<file path="config.mk">
export PLATFORM = sky130hd
export DESIGN_NAME = hamming_dist_acc
export DESIGN_NICKNAME = d
export VERILOG_FILES = /design/src/rtl/hamming_dist_acc.sv
export SDC_FILE = /design/constraint.sdc
export NUM_CORES = 1
export LEC_CHECK = 0
export ABC_AREA = 1
export BUFFER_PORTS_ARGS = -buffer_cell sky130_fd_sc_hd__buf_2
export CAP_MARGIN = 20
export CORE_ASPECT_RATIO = 0.8
export CORE_MARGIN = 8
export CORE_UTILIZATION = 54
export DETAILED_ROUTE_END_ITERATION = 6
export PLACE_DENSITY = 0.83
export SLEW_MARGIN = 20
export SYNTH_ARGS = -nofsm -noshare
export SYNTH_HDL_FRONTEND = slang
export SYNTH_SLANG_ARGS = --single-unit
</file>
<file path="constraint.sdc">
create_clock -name clk -period 6.8 [get_ports clk]
set_input_delay 1.36 -clock clk [delete_from_list [all_inputs] [get_ports clk]]
set_output_delay 1.36 -clock clk [all_outputs]
set_load 0.01 [all_outputs]
</file>
<file path="src/rtl/hamming_dist_acc.sv">
`timescale 1ns/1ps
// hamming_dist_acc: streams two N-bit operands W bits per beat, accumulates
// popcount(g ^ e) into a registered counter, and pulses done with a
// registered threshold compare once all N/W beats have been accepted.
module hamming_dist_acc #(
  parameter int N      = 32,
  parameter int W      = 4,
  parameter int CNT_W  = $clog2(N + 1),
  parameter int BEAT_W = $clog2(N / W + 1)
) (
  input  logic             clk,
  input  logic             rst,
  input  logic             start,
  input  logic             in_valid,
  input  logic [W-1:0]     g_input,
  input  logic [W-1:0]     e_input,
  input  logic [CNT_W-1:0] threshold,
  output logic [CNT_W-1:0] o,
  output logic             busy,
  output logic             done,
  output logic             below_thr
);

  // Operand geometry must tile exactly; reject bad builds at elaboration.
  generate
    if ((W < 1) || (W > N) || ((N % W) != 0)) begin : g_bad_params
      $error("hamming_dist_acc: N must be a multiple of W and 1 <= W <= N");
    end
  endgenerate

  localparam int PC_W = $clog2(W + 1);
  localparam logic [BEAT_W-1:0] LAST_BEAT = BEAT_W'(N / W - 1);

  typedef enum logic [1:0] {
    ST_IDLE = 2'd0,
    ST_RUN  = 2'd1,
    ST_DONE = 2'd2
  } state_t;

  state_t            state_reg, state_next;
  logic [CNT_W-1:0]  o_reg, o_next;
  logic [BEAT_W-1:0] beat_reg, beat_next;
  logic              thr_reg, thr_next;

  logic [W-1:0]      diff;
  logic [PC_W-1:0]   pc;
  logic [CNT_W-1:0]  sum;

  // Bitwise mismatch of the two shares: one XOR per bit.
  genvar gi;
  generate
    for (gi = 0; gi < W; gi++) begin : g_xor
      assign diff[gi] = g_input[gi] ^ e_input[gi];
    end
  endgenerate

  // Popcount of the mismatch vector, then add to the running distance.
  always_comb begin
    pc = '0;
    for (int i = 0; i < W; i++) begin
      pc = pc + PC_W'(diff[i]);
    end
    sum = o_reg + CNT_W'(pc);
  end

  // Next-state and datapath update; everything holds unless a case changes it.
  always_comb begin
    state_next = state_reg;
    o_next     = o_reg;
    beat_next  = beat_reg;
    thr_next   = thr_reg;
    case (state_reg)
      ST_IDLE: begin
        if (start) begin
          state_next = ST_RUN;
          o_next     = '0;
          beat_next  = '0;
          thr_next   = 1'b0;
        end
      end
      ST_RUN: begin
        if (in_valid) begin
          o_next    = sum;
          beat_next = beat_reg + BEAT_W'(1);
          if (beat_reg == LAST_BEAT) begin
            state_next = ST_DONE;
            thr_next   = (sum <= threshold);
          end
        end
      end
      ST_DONE: begin
        if (start) begin
          state_next = ST_RUN;
          o_next     = '0;
          beat_next  = '0;
          thr_next   = 1'b0;
        end else begin
          state_next = ST_IDLE;
        end
      end
      default: state_next = ST_IDLE;
    endcase
  end

  // State and datapath registers; reset wins over every other input.
  always_ff @(posedge clk) begin
    if (rst) begin
      state_reg <= ST_IDLE;
      o_reg     <= '0;
      beat_reg  <= '0;
      thr_reg   <= 1'b0;
    end else begin
      state_reg <= state_next;
      o_reg     <= o_next;
      beat_reg  <= beat_next;
      thr_reg   <= thr_next;
    end
  end

  assign o         = o_reg;
  assign below_thr = thr_reg;
  assign busy      = (state_reg == ST_RUN);
  assign done      = (state_reg == ST_DONE);

endmodule

</file>
==> metrics list <==
- Number of register bits inferred by synthesis: 13
* Req. time, crit path: 6980 ps
- Summing the areas of all and, or, nand and nor instances in the mapped netlist gives 30.4% of the synthesized area.
- Avg Inst Size Synth: 7.30 sq um
- Number of global-route vias before repair: 825
* Sw Ratio: 31.6%
* CTS tree: done
- Final setup violating endpoints: 0
- Based on the critical path, the design can be clocked at up to 253 MHz.
- Sink of the worst hold path: below_thr
* Startpoint-to-endpoint class of the critical path: primary input to register
- In the routed design, unresolved DRC markers number 0.
* Leak: 0.576 nW
- Worst Hold Path Cells: 2
- Relative to the synthesized area, the layout overhead comes to 19.6%.
* Quantity of gates resized following cts: 0
- Summing over every cut layer, the via total after detailed routing is 890.
- Buffers added on ports: 26
- From left edge to right edge, the die measures 62.3 microns.
- Total internal power: 0.000119 W
- Logic pwr share: 27.2%
- Across the run, the number of max-cap violations was 0.
- Leading post-synthesis cells by cell area: dfxtp_1 28%, nand2_1 12%, ha_1 11%
* Async set-or-reset flop fraction in the synthesized netlist: 0%
* Post-Synth XOR/XNOR Area: 5.67%
- Row Count: 13
- Detailed Route WL: 2090 microns
- Reg2Reg Capture Point: below_thr
- Initial core utilization: 57.0%
* Height of the die: 53.1 microns
- The worst pin sits at a relative slew slack of 82.8%.
- OpenSTA, run right after detailed placement, puts the worst setup slack at 2560 ps.
- Total grt overflow: 0
- Type of the most critical hold path: register to register
- Wire length of the first global-routing pass: 3450 microns
- The cell area that synthesis handed to floorplanning was 927 sq um.
* Slowest-stage cell, CP: fa_1
- In the synthesized netlist the dominant register cell turns out to be dfxtp_1.
- For flop-to-flop paths, the worst setup slack is 3730 ps.
- Global routing used 12.8% of the available tracks across all layers.
* Min Tclk post-route: 3950 ps
* Cell depth of the worst flop-to-flop path: 15
- CP Capture Type: register
- CTS saw 13 sinks.
- CTS built an H-tree with a depth of 1.
- Once routing completed, OpenROAD measured the worst setup slack at 2850 ps.
- Main combinational cell family by area after synthesis: simple AND/OR/NAND/NOR gates
- Along the worst path, the maximum fanout reaches 3.
- Power density normalized to cell area: 157 nW/um^2
- Hold bufs inserted after CTS: 0
- Starting DRC count in detailed routing: 45
* Kind of cell adding the most delay to the critical path: adder cells
- Cells after synthesis: 127
- CTS Root Buffer Type: clkbuf_4
* Sequential area share after synthesis: 28.1%
* Area of the placeable core: 1630 sq um
* Yosys top cell by area: dfxtp_1
- Ordered list of cells on the worst path: buf_2 > xnor2_1 > fa_1 > inv_1 > fa_1 > fa_1 > nand3_1 > xnor2_1 > ha_1 > nand2_1 > nor2_1 > o21ai_0 > nand3_1 > nand2_1 > nand2_1 > nand2_1
* Source-to-sink clock delay at the later pin of the worst-skew pair: 280 ps
- Maximum cell stage delay along the critical path: 520 ps
- Counting along the longest clock path gives a buffer depth of 2.
- Critical register-to-register path startpoint: o[0]
- The startpoint identified for the worst hold timing path is below_thr.
* Share of post-route cells with drive strength above 1: 23.7%
* Complex-gate fraction of the synthesized area: 9.18%
- Yosys printed 0 warnings.
- Most frequently used cell type in the post-synthesis netlist: nand2_1
- Total Die Area: 3310 sq um
* Clock network power share: 27.3%
- The register with the most flip-flops in the layout has 6 of them.
* Run status: finished, final reports clean
- The design draws 0.000174 W.
- Total negative setup slack: 0 ps
- Drt first pass iters: 4
- On the final layout, the worst clock skew is 0.757 ps.
- The number of antenna violations at the first check in global routing came to 0.
- IR analysis of the VDD net gives a maximum drop of 109 uV.
- Minimum hold slack: 476 ps
- For this run, the share of the core covered by cells in the final layout is 68.2%.
- In this run the power spent charging and discharging nets is 0.0000550 W.
- Inserted Diodes: 0
- In this run the remaining antenna-violating nets after routing total 0.
- Summed over all nets, the half-perimeter wirelength after detailed placement is 1780 microns.
- At the pin with the least slew margin, the transition time is 257 ps.
* Type of origin of the critical path: primary input
- Post-CTS Setup Repair Bufs: 0
* Fraction of post-synthesis cell area in the top cell type by area: 28.1%
- Measured against the total synthesized area, the mux share comes to 0%.
- STA puts the critical path data arrival time at 4130 ps.
- Clock-pin slew was measured on the worst setup and hold paths at 80 ps.
- WL/cell: 11.8 microns
* Net Count, Synth: 156
- Among the stages of the critical path, the cell type that occurs most often is nand2_1.
- Counting instances in the post-synthesis netlist gives the leading cell types as 29 x nand2_1, 19 x inv_1, 16 x nand3_1, 13 x a21oi_1, 13 x dfxtp_1.
- Dividing the final minimum period by the clock period gives 58.1%.
* Via count normalized by instance count: 5.00
- Number of enable flip-flop cells after synthesis: 0
- The critical path contains buffers and inverters numbering 2 combined.
- Registers are responsible for 45.5% of the overall power.
- Arithmetic-cell share of the synthesized area counting full adders, half adders and majority gates: 17.3%
- Routability congestion estimate from global placement: 0.800
- Final hold viol count: 0
- TritonCTS Buffers: 3
- Unrepaired setup endpoints after global routing: false
* Post-synthesis cell type count: 21
* Pin count of the biggest net entering global routing: 13
- Final-report max-slew violation count: 0
* # IOs: 27
- Total Nets Final: 186
routing by layer:
layer  vias to the layer above  routed length, microns  track usage [%]
li1                        465                       -                -
met1                       390                     876             14.3
met2                        33                    1060             22.1
met3                         2                     147             5.26
met4                         0                       6             4.15
met5                         -                       0                0
layout by cell type (no fill, tap or decap):
cell type,count
and2_1,1
a21oi_1,13
xor2_1,3
o21bai_1,1
nand2_4,2
o21ai_0,1
o21a_1,1
nor2_1,5
nand2_1,29
inv_2,2
nor2_2,1
nand4_1,3
xnor2_1,3
clkinv_2,2
nor2_8,1
clkbuf_4,3
dfxtp_1,13
inv_1,19
ha_1,8
fa_1,3
buf_2,26
nand3_1,16
per-stage QoR:
stage | instance area (sq um) | std cells
after floorplan | 927 | 127
after global placement | 1080 | 174
after detailed placement | 1080 | 174
after CTS | 1110 | 178
after global routing | 1110 | 178
final | 1110 | 178
cells by family after synthesis:
family	Yosys count
simple gates	58
fa+ha+maj	11
compound gates	16
buf+inv	23
xor+xnor	6
flops	13
worst max path at each step:
stage | from | end | slack, ps | depth (start not counted)
final | e_input[0] | below_thr | 2850 | 16
after global routing | g_input[0] | below_thr | 2640 | 16
after CTS | e_input[0] | below_thr | 2850 | 16
after detailed placement | e_input[0] | below_thr | 2560 | 16
after global placement | e_input[0] | below_thr | 2710 | 16
after floorplan | g_input[0] | below_thr | 2890 | 15
cell type report:
class | instances | area, sq um
clock inverter | 1 | 5.00
tap | 22 | 27.5
fill | 139 | 518
sequential | 13 | 260
inverter | 22 | 83.8
timing repair buffer | 26 | 130
clock buffer | 3 | 22.5
multi-input combinational | 91 | 579
power groups by stage:
stage,Clock (W),Combinational (W),Sequential [W]
floorplan,0,0.0000317,0.0000805
global placement,0,0.0000456,0.0000808
detailed placement,0,0.0000475,0.0000808
CTS,0.0000489,0.0000479,0.0000790
global route,0.0000522,0.0000538,0.0000793
finish,0.0000475,0.0000473,0.0000791
worst register-to-register path, delay by kind of cell (launching register included):
kind / cells / cell delay (ps)
fa+ha+maj: 4 / 1730
compound gates: 1 / 120
xor+xnor: 1 / 90
buf+inv: 2 / 130
simple gates: 7 / 550
flops: 1 / 350
(Power assumes the default switching activity.)
